**src/rtl/spi_flash_pkg.sv**
```systemverilog
// Shared constants for the SPI flash responder: opcodes, FSM encoding and phase widths.
package spi_flash_pkg;

  localparam logic [7:0] OP_READ = 8'h03;
  localparam logic [7:0] OP_RDID = 8'h9F;
  localparam logic [7:0] OP_RDSR = 8'h05;

  localparam int ADDR_PHASE_BITS = 24;

  typedef logic [2:0] state_t;

  localparam state_t ST_IDLE   = 3'd0;
  localparam state_t ST_CMD    = 3'd1;
  localparam state_t ST_ADDR   = 3'd2;
  localparam state_t ST_DATA   = 3'd3;
  localparam state_t ST_ID     = 3'd4;
  localparam state_t ST_STAT   = 3'd5;
  localparam state_t ST_IGNORE = 3'd6;

  // Byte idx of a 3-byte JEDEC ID, MSB byte first; 0xFF once the ID is exhausted.
  function automatic logic [7:0] id_byte(input logic [23:0] id, input logic [1:0] idx);
    case (idx)
      2'd0:    id_byte = id[23:16];
      2'd1:    id_byte = id[15:8];
      2'd2:    id_byte = id[7:0];
      default: id_byte = 8'hFF;
    endcase
  endfunction

endpackage

```
**src/rtl/spi_flash_responder_edge_sync.sv**
```systemverilog
// Two-flop synchronizers for the SPI pins plus SCK rise/fall detection.
module spi_edge_sync (
  input  logic clk,
  input  logic rst_n,
  input  logic spi_csn,
  input  logic spi_clk,
  input  logic spi_mosi,
  output logic csn_sync,
  output logic mosi_sync,
  output logic sck_rise,
  output logic sck_fall
);

  logic [1:0] csn_ff;
  logic [1:0] sck_ff;
  logic [1:0] mosi_ff;
  logic       sck_q;

  always_ff @(posedge clk or negedge rst_n) begin
    if (!rst_n) begin
      csn_ff  <= 2'b11;
      sck_ff  <= 2'b00;
      mosi_ff <= 2'b00;
      sck_q   <= 1'b0;
    end else begin
      csn_ff  <= {csn_ff[0], spi_csn};
      sck_ff  <= {sck_ff[0], spi_clk};
      mosi_ff <= {mosi_ff[0], spi_mosi};
      sck_q   <= sck_ff[1];
    end
  end

  // Pulses are decoded from flops only, so the FSM acts on the third CLK edge.
  assign csn_sync  = csn_ff[1];
  assign mosi_sync = mosi_ff[1];
  assign sck_rise  = sck_ff[1] & ~sck_q;
  assign sck_fall  = ~sck_ff[1] & sck_q;

endmodule

```
**src/rtl/spi_flash_responder.sv**
```systemverilog
// SPI mode-0 flash responder: READ / RDID / RDSR decode with a one-deep byte prefetch.
//   state  | meaning
//   IDLE   | CSN high, bus released
//   CMD    | shifting in the opcode
//   ADDR   | shifting in the 24-bit address
//   DATA   | streaming fetched bytes, prefetching the next one
//   ID     | streaming JEDEC ID, then 0xFF
//   STAT   | streaming status 0x00
//   IGNORE | unknown opcode, MISO stays released until CSN rises
module spi_flash_responder
  import spi_flash_pkg::*;
#(
  parameter int          ADDR_W   = 24,
  parameter logic [23:0] JEDEC_ID = 24'hC84018
) (
  input  logic              clk,
  input  logic              rst_n,
  input  logic              spi_csn,
  input  logic              spi_clk,
  input  logic              spi_mosi,
  output logic              spi_miso,
  output logic              spi_miso_oe,
  output logic              mem_req,
  output logic [ADDR_W-1:0] mem_addr,
  input  logic [7:0]        mem_rdata,
  input  logic              mem_valid,
  output logic              underrun
);

  logic csn_s, mosi_s, rise, fall;

  spi_edge_sync u_sync (
    .clk       (clk),
    .rst_n     (rst_n),
    .spi_csn   (spi_csn),
    .spi_clk   (spi_clk),
    .spi_mosi  (spi_mosi),
    .csn_sync  (csn_s),
    .mosi_sync (mosi_s),
    .sck_rise  (rise),
    .sck_fall  (fall)
  );

  state_t                     state;
  logic [2:0]                 bit_cnt;
  logic [1:0]                 byte_cnt;
  logic [ADDR_PHASE_BITS-2:0] addr_sh;
  logic [ADDR_PHASE_BITS-1:0] addr_full;
  logic [7:0]                 cmd_byte;
  logic [7:0]                 tx_sh;
  logic [7:0]                 tx_byte;
  logic [7:0]                 staged;
  logic                       staged_valid;
  logic                       fetch_ack;
  logic                       data_hit;
  logic                       boundary;

  assign addr_full = {addr_sh, mosi_s};
  assign cmd_byte  = addr_full[7:0];
  assign fetch_ack = mem_req & mem_valid;
  assign data_hit  = staged_valid | fetch_ack;
  assign boundary  = fall && (bit_cnt == 3'd0) &&
                     (state == ST_DATA || state == ST_ID || state == ST_STAT);

  // A byte arriving in the boundary cycle itself bypasses the staging register.
  always_comb begin
    tx_byte = 8'hFF;
    case (state)
      ST_DATA: tx_byte = staged_valid ? staged : (fetch_ack ? mem_rdata : 8'hFF);
      ST_ID:   tx_byte = id_byte(JEDEC_ID, byte_cnt);
      ST_STAT: tx_byte = 8'h00;
      default: tx_byte = 8'hFF;
    endcase
  end

  always_ff @(posedge clk or negedge rst_n) begin
    if (!rst_n) begin
      state        <= ST_IDLE;
      bit_cnt      <= 3'd0;
      byte_cnt     <= 2'd0;
      addr_sh      <= '0;
      tx_sh        <= 8'h00;
      staged       <= 8'h00;
      staged_valid <= 1'b0;
      spi_miso     <= 1'b0;
      spi_miso_oe  <= 1'b0;
      mem_req      <= 1'b0;
      mem_addr     <= '0;
      underrun     <= 1'b0;
    end else begin
      underrun <= 1'b0;
      if (fetch_ack) begin
        staged       <= mem_rdata;
        staged_valid <= 1'b1;
        mem_req      <= 1'b0;
      end
      if (csn_s) begin
        state        <= ST_IDLE;
        bit_cnt      <= 3'd0;
        byte_cnt     <= 2'd0;
        staged_valid <= 1'b0;
        spi_miso     <= 1'b0;
        spi_miso_oe  <= 1'b0;
        mem_req      <= 1'b0;
      end else begin
        if (rise && state != ST_IDLE) begin
          bit_cnt <= bit_cnt + 3'd1;
          addr_sh <= addr_full[ADDR_PHASE_BITS-2:0];
        end
        case (state)
          ST_IDLE: state <= ST_CMD;
          ST_CMD: begin
            if (rise && bit_cnt == 3'd7) begin
              byte_cnt <= 2'd0;
              case (cmd_byte)
                OP_READ: state <= ST_ADDR;
                OP_RDID: state <= ST_ID;
                OP_RDSR: state <= ST_STAT;
                default: state <= ST_IGNORE;
              endcase
            end
          end
          ST_ADDR: begin
            if (rise && bit_cnt == 3'd7) begin
              if (byte_cnt == 2'd2) begin
                state    <= ST_DATA;
                byte_cnt <= 2'd0;
                mem_addr <= addr_full[ADDR_W-1:0];
                mem_req  <= 1'b1;
              end else begin
                byte_cnt <= byte_cnt + 2'd1;
              end
            end
          end
          default: ;
        endcase
        if (boundary) begin
          spi_miso_oe <= 1'b1;
          spi_miso    <= tx_byte[7];
          tx_sh       <= {tx_byte[6:0], 1'b0};
          if (byte_cnt != 2'd3) byte_cnt <= byte_cnt + 2'd1;
          if (state == ST_DATA) begin
            if (data_hit) begin
              staged_valid <= 1'b0;
              mem_addr     <= mem_addr + {{(ADDR_W-1){1'b0}}, 1'b1};
              mem_req      <= 1'b1;
            end else begin
              underrun <= 1'b1;
            end
          end
        end else if (fall && spi_miso_oe) begin
          spi_miso <= tx_sh[7];
          tx_sh    <= {tx_sh[6:0], 1'b0};
        end
      end
    end
  end

endmodule

```
**config.mk**
```make
export PLATFORM = sky130hd
export DESIGN_NAME = spi_flash_responder
export DESIGN_NICKNAME = d
export VERILOG_FILES = /design/src/rtl/spi_flash_pkg.sv /design/src/rtl/spi_flash_responder_edge_sync.sv /design/src/rtl/spi_flash_responder.sv
export SDC_FILE = /design/constraint.sdc
export NUM_CORES = 1
export LEC_CHECK = 0
export BUFFER_PORTS_ARGS = -buffer_cell sky130_fd_sc_hd__buf_2
export CORE_MARGIN = 2
export CORE_UTILIZATION = 60
export DETAILED_ROUTE_END_ITERATION = 7
export PLACE_DENSITY = 0.81
export RECOVER_POWER = 50
export SLEW_MARGIN = 20
export SYNTH_ARGS = -nofsm -noshare
export SYNTH_HDL_FRONTEND = slang
export SYNTH_SLANG_ARGS = --single-unit
```
**constraint.sdc**
```tcl
create_clock -name clk -period 5.17 [get_ports clk]
set_input_delay 1.551 -clock clk [delete_from_list [all_inputs] [get_ports clk]]
set_output_delay 1.551 -clock clk [all_outputs]
set_load 0.01 [all_outputs]
```
==> impl_metrics.yaml, run 1 <==
pwr:
  leakage_nw: 2.143
  worst_ir_drop_vdd_uv: 212.5
  power-per-cell-area_nw_per_um2: 258.5
logic_synthesis:
  postSynth.topFlopCell: "sky130_fd_sc_hd__dfrtp_1"
  syn_nets: 438
  synth_seq_cells: 82
  netlist-cell-type-count: 68
  synth-warning-count: 0
  mappedNetlistArea_um2: 4298
  asyncSetResetFlopFracSynth_pct: 100.0
  syn_avg_cell_area_um2: 10.41
  ys_seq_area_share_pct: 47.80
  cells_after_synth: 413
  number_of_enable_flip_flop_cells_after_synthesis: 0
place:
  io_buffers: 41
  placed_area_um2: 4507
  finalWeightedCongestion: 0.8664
  place_worst_setup_slack_ns: 1.884
  hpwl_um: 6130
route:
  ant_nets: 0
  wl_per_cell_um: 16.76
  first_iteration_detailed_routing_drc_count: 262
  drt_drc_violations_left: 0
  drt-pass1-iter-count: 4
  route.final.wire_length_um: 9120
  route.vias.total: 3437
  vias_per_cell: 6.318
worst_setup_path:
  crit_required_ns: 5.42
  critical_path.max_fanout: 27
  timing.critical_path.arrival_ns: 3.33
  crit_path_max_incr_delay_ns: 1.23
  timing.setup.critical_path_class: "reg2reg"
  slowest_stage: "sky130_fd_sc_hd__dfstp_1"
  startpoint_type: "flip-flop"
  timing.critical_path.to_type: "flip-flop"
  cp_cell_sequence: "inv_1 > nand4_1 > o21ai_0 > a221o_1"
sta:
  finalHoldViolCount: 0
  final_max_slew_viol_count: 83
  total_negative_slack_ns: 0
  tightestPinTransition_ns: 1.993
  fmax_ghz: 0.3245
  finClkSkew_ns: 0.006533
  maxSlewHeadroom_pct: -32.87
  fin_worst_hold_slack_ns: 0.3517
  crit_path_time_final_ns: 3.082
  grt_setup_unrepaired: "no"
  fin_ws_ns: 2.089
  setup_viol_count_final: 0
  finalCritPeriodShare_pct: 59.60
cts:
  clk_latency_ns: 0.36
  cts_max_level: 3
  post_cts_resize_count: 0
  cts_max_path_buffers: 2
  number_of_clock_buffers_inserted_by_tritoncts: 9
  cts_sinks: 82
  number_of_buffers_inserted_for_hold_repair_after_clock_tree_synthesis: 0
  cts_tree: "yes"
  clockRootBuffer: "sky130_fd_sc_hd__clkbuf_8"
  post_cts.repair.setup_buffers: 0
  clkSlewWorstSetupHoldPaths_ns: 0.08
cells_and_area:
  area_growth_syn_to_layout_pct: 9.199
  antenna-diode-count: 0
  drive_gt1_share_pct: 23.66
  most-common-layout-cells: "sky130_fd_sc_hd__dfrtp_1 (80), sky130_fd_sc_hd__buf_2 (40), sky130_fd_sc_hd__nor2_1 (38)"
  fillers: 554
  final_design_area_no_fill_um2: 4693
  most_common_library_cell_in_the_layout_ignoring_fill_and_taps: "sky130_fd_sc_hd__dfrtp_1"
  area_of_the_multi_input_gates_um2: 2103
  ff_latch_area_um2: 2054
  finalNetCount: 468
grt:
  first_global_vias: 3178
  antenna_found_initial: 0
  grt.overflow.total: 0
  grt_first_pass_wirelength_um: 15530
  overall_routing_resource_usage_pct: 25.91
  grt_start_max_net_pins: 83
status:
  result_of_the_run: "finished with violations"
  violations: "capacitance limit, slew limit"
floorplanning:
  floorplan.initialDensity_pct: 62.57
  core_region_area_um2: 6869
  die_width_um: 88.64
  num_rows: 30
  die_area_um2: 7856
  die_h_um: 88.64
  pin_count: 42
run:
  cap_violations: 1
hold_path:
  holdCritPathClass: "reg2reg"
==> cell type report <==
class	count	area share (%)
multi-input combinational	303	44.81
sequential	82	43.77
timing repair buffer	41	4.372
clock buffer	11	2.799
tap	96	2.559
clock inverter	5	1.200
inverter	6	0.4799
==> cells by family after synthesis <==
logic type | synth area share (%)
simple gates | 20.03
compound gates | 16.42
flops | 47.80
mux | 9.054
buf+inv | 3.289
fa+ha+maj | 3.202
xor+xnor | 0.2038
==> report_power, final <==
part           internal, mW  switching, mW
combinational        0.0301         0.0347
clock                 0.223          0.229
sequential            0.666         0.0304
total                 0.919          0.295
==> layer usage <==
metal / up-vias / wire length [um] / track usage [%]
met5: - / 0 / 0
met4: 0 / 136 / 9.504
met3: 14 / 546 / 6.250
met2: 113 / 4279 / 39.08
met1: 1715 / 4157 / 36.68
li1: 1595 / - / -
==> worst paths after layout <==
path                       cells past startpoint             start                to  slack (ns)
setup / recovery                               4  u_sync.csn_ff[1]       mem_addr[0]        2.09
min in group asynchronous                      1             rst_n         staged[2]        1.73
hold reg to reg                                0  u_sync.sck_ff[0]  u_sync.sck_ff[1]        0.35
hold / removal                                 0  u_sync.sck_ff[0]  u_sync.sck_ff[1]        0.35
setup reg to reg                               4  u_sync.csn_ff[1]       mem_addr[0]        2.09
max in group asynchronous                      1             rst_n        addr_sh[3]        2.24
==> Yosys cell counts, drive strengths merged (2+ instances only) <==
cell / number / area, um^2
a211oi: 2 / 20.02
a21oi: 24 / 131.4
a311oi: 4 / 47.55
a31oi: 8 / 50.05
a41o: 2 / 20.02
and2: 2 / 15.02
and3: 6 / 37.54
buf: 12 / 80.07
clkbuf: 10 / 38.78
dfrtp: 80 / 2002
dfstp: 2 / 52.55
ha: 11 / 137.6
inv: 6 / 22.52
mux2: 31 / 349.1
mux2i: 4 / 40.04
nand2: 32 / 120.1
nand2b: 3 / 18.77
nand3: 13 / 80.08
nand3b: 2 / 27.53
nand4: 13 / 81.33
nor2: 39 / 148.9
nor2b: 10 / 62.56
nor3: 20 / 105.1
nor3b: 3 / 22.52
nor4: 6 / 82.58
o21a: 2 / 15.01
o21ai: 19 / 95.09
o221a: 3 / 33.78
o22a: 8 / 70.07
o22ai: 12 / 75.07
o31a: 2 / 17.52
o31ai: 2 / 15.01
or3: 2 / 17.52
==> state kept, by name (all words and copies together) (netlist names) <==
| register | flops |
|---|---|
| addr_sh | 23 |
| spi_miso_oe | 1 |
| u_sync.sck_q | 1 |
| state | 3 |
| byte_cnt | 2 |
| u_sync.csn_ff | 2 |
| tx_sh | 7 |
| mem_req | 1 |
| bit_cnt | 3 |
| underrun | 1 |
| staged_valid | 1 |
| mem_addr | 24 |
| u_sync.mosi_ff | 2 |
| u_sync.sck_ff | 2 |
| spi_miso | 1 |
| staged | 8 |
==> per-stage QoR <==
step | std cells | util, % | power [mW]
3_3_place_gp | 528 | 65.61 | 0.7716
6_report | 544 | 68.32 | 1.213
2_1_floorplan | 413 | - | 0.7431
3_5_place_dp | 528 | 65.61 | 0.7755
5_1_grt | 544 | 68.32 | 1.268
4_1_cts | 544 | 68.34 | 1.227
==> critical path: cells and delay by family (launching register included) <==
kind,cells,cell delay [ns]
and+or+nand+nor,1,0.69
DFF,1,1.23
buffers and inverters,1,0.54
AOI/OAI and AO/OA,2,0.51
No activity file was read; power rests on OpenSTA's default activity.
==> run 2, diff against run 1 <==
--- a/config.mk
+++ b/config.mk
@@ -7,9 +7,9 @@
 export LEC_CHECK = 0
 export BUFFER_PORTS_ARGS = -buffer_cell sky130_fd_sc_hd__buf_2
 export CORE_MARGIN = 2
-export CORE_UTILIZATION = 60
+export CORE_UTILIZATION = 53
 export DETAILED_ROUTE_END_ITERATION = 7
-export PLACE_DENSITY = 0.81
+export PLACE_DENSITY = 0.76
 export RECOVER_POWER = 50
 export SLEW_MARGIN = 20
 export SYNTH_ARGS = -nofsm -noshare
==> constraint.sdc (replaced) <==
create_clock -name clk -period 2.74 [get_ports clk]
set_input_delay 0.822 -clock clk [delete_from_list [all_inputs] [get_ports clk]]
set_output_delay 0.822 -clock clk [all_outputs]
set_load 0.01 [all_outputs]
==> impl_metrics.yaml, run 2 (synthesized netlist as in run 1, its figures left out) <==
cts:
  post_cts.repair.setup_buffers: 0
  number_of_buffers_inserted_for_hold_repair_after_clock_tree_synthesis: 0
  cts_max_path_buffers: 2
  cts_max_level: 3
  clkSlewWorstSetupHoldPaths_ns: 0.08
  number_of_clock_buffers_inserted_by_tritoncts: 9
  clk_latency_ns: 0.37
  cts_tree: "yes"
  post_cts_resize_count: 0
  cts_sinks: 82
  clockRootBuffer: "sky130_fd_sc_hd__clkbuf_8"
pwr:
  power-per-cell-area_nw_per_um2: 494.9
  worst_ir_drop_vdd_uv: 244.8
  sequentialPowerShare_pct: 55.3
  switching_share_of_power_pct: 24.77
  p_switching_mw: 0.5878
  cellInternalPower_mw: 1.785
  clockPowerShare_pct: 38.9
  leakage_nw: 2.199
  p_comb_share_pct: 5.9
grt:
  overall_routing_resource_usage_pct: 23.76
  grt.overflow.total: 0
  first_global_vias: 3288
  grt_start_max_net_pins: 43
  grt_first_pass_wirelength_um: 16310
  antenna_found_initial: 0
place:
  io_buffers: 41
  hpwl_um: 6700
  finalWeightedCongestion: 0.8971
  place_inst: 543
status:
  result_of_the_run: "completed"
cells_and_area:
  antenna-diode-count: 0
  area_growth_syn_to_layout_pct: 11.56
  most_common_library_cell_in_the_layout_ignoring_fill_and_taps: "sky130_fd_sc_hd__dfrtp_1"
  ff_latch_area_um2: 2054
  reg_top3: "mem_addr: 24 flops, addr_sh: 23 flops, staged: 8 flops"
  largest-register: "mem_addr"
  drive_gt1_share_pct: 25.38
  finalNonFillerCells: 559
  largest_register_ffs: 24
  fillers: 647
  area_of_the_multi_input_gates_um2: 2102
  finalNetCount: 477
  most-common-layout-cells: "sky130_fd_sc_hd__dfrtp_1 (80), sky130_fd_sc_hd__buf_2 (39), sky130_fd_sc_hd__nor2_1 (38)"
floorplanning:
  die_area_um2: 8845
  floorplan.initialDensity_pct: 55.05
  num_rows: 32
  die_h_um: 94.05
  pin_count: 42
  core_region_area_um2: 7807
  die_width_um: 94.05
hold_path:
  holdCritPathClass: "reg2reg"
  hold_path_startpoint: "u_sync.mosi_ff[0]"
  min_path_cells: 0
  whs_endpoint: "u_sync.mosi_ff[1]"
route:
  drt_drc_violations_left: 0
  route.vias.total: 3447
  first_iteration_detailed_routing_drc_count: 277
  drt-pass1-iter-count: 5
  vias_per_cell: 6.166
  route.final.wire_length_um: 9869
  wl_per_cell_um: 17.65
  ant_nets: 0
sta:
  maxSlewHeadroom_pct: 27.73
  finalCritPeriodShare_pct: 82.25
  crit_path_time_final_ns: 2.254
  final_max_slew_viol_count: 0
  finalHoldViolCount: 0
  setup_viol_count_final: 0
  grt_setup_unrepaired: "no"
  finClkSkew_ns: 0.01253
  total_negative_slack_ns: 0
  tightestPinTransition_ns: 1.084
  fmax_ghz: 0.4437
worst_setup_path:
  cp_cell_sequence: "ha_1 > ha_1 > and4bb_2 > nand3_2 > a21oi_4 > o22a_1 > a21boi_1"
  timing.critical_path.to_type: "flip-flop"
  setup.reg_to_reg.worst_slack_ns: 0.49
  critPathBufInv: 0
  crit_required_ns: 3.04
  crit_path_max_incr_delay_ns: 0.39
  startpoint_type: "flip-flop"
  timing.rr.end: "mem_addr[17]"
  critical_path.max_fanout: 16
  slowest_stage: "sky130_fd_sc_hd__dfrtp_1"
  timing.setup.critical_path_class: "reg2reg"
  worstRegToRegCells: 7
  crit_path_frequent_cell: "sky130_fd_sc_hd__ha_1"
  cpLargestDelayFamily: "compound AO/OA/AOI/OAI gates"
  timing.critical_path.arrival_ns: 2.55
  reg2reg_from: "bit_cnt[0]"
run:
  cap_violations: 0
## run 2: cell types whose count changed in the layout (fill, tap and decap cells not counted)
cell | previous run | this run
sky130_fd_sc_hd__and2_2 | 1 | 0
sky130_fd_sc_hd__buf_4 | 0 | 8
sky130_fd_sc_hd__buf_12 | 0 | 1
sky130_fd_sc_hd__and2_1 | 0 | 1
sky130_fd_sc_hd__clkinv_2 | 2 | 3
sky130_fd_sc_hd__clkinv_4 | 1 | 0
sky130_fd_sc_hd__dfstp_1 | 1 | 0
sky130_fd_sc_hd__dfstp_2 | 1 | 2
sky130_fd_sc_hd__clkbuf_1 | 2 | 1
sky130_fd_sc_hd__buf_2 | 40 | 39
sky130_fd_sc_hd__clkbuf_8 | 9 | 11
## run 2: layout make-up
type                       instances  share of cell area, %
sequential                        82                  42.85
clock buffer                      11                  3.158
inverter                           6                 0.4697
tap                              102                  2.662
multi-input combinational        303                  43.84
clock inverter                     5                  1.096
timing repair buffer              50                  5.924
## run 2: per-layer routing
metal / wire length, um / global-route usage (%)
met1: 4643 / 33.63
met2: 4621 / 35.65
met3: 474 / 5.859
met4: 130 / 8.333
met5: 0 / 0
## run 2: worst max path at each step
stage / from / endpoint / slack [ns] / cells after the start
after global placement: mem_valid / mem_addr[4] / 0.49 / 6
final: bit_cnt[0] / mem_addr[17] / 0.49 / 7
after CTS: bit_cnt[0] / mem_addr[17] / 0.49 / 7
after global routing: bit_cnt[0] / mem_addr[17] / 0.33 / 7
after floorplan: mem_valid / mem_addr[21] / 0.74 / 6
after detailed placement: mem_valid / mem_addr[4] / 0.48 / 6
## run 2: power groups by stage
stage / sequential, mW / combinational [mW] / clock [mW]
global route: 1.32 / 0.154 / 0.993
global placement: 1.33 / 0.136 / 0
detailed placement: 1.33 / 0.142 / 0
floorplan: 1.31 / 0.0886 / 0
CTS: 1.31 / 0.142 / 0.933
finish: 1.31 / 0.139 / 0.922
## run 2: per-stage QoR
step / power (mW) / cell area, um^2 / utilization, % / hold slack (ns) / worst slack, ns
2_1_floorplan: 1.402 / 4298 / - / 0.3312 / 0.7376
3_3_place_gp: 1.464 / 4594 / 58.85 / 0.3348 / 0.4887
3_5_place_dp: 1.476 / 4594 / 58.85 / 0.3362 / 0.4780
4_1_cts: 2.386 / 4798 / 61.46 / 0.3557 / 0.4944
5_1_grt: 2.466 / 4795 / 61.41 / 0.3650 / 0.3261
6_report: 2.373 / 4795 / 61.41 / 0.3545 / 0.4863
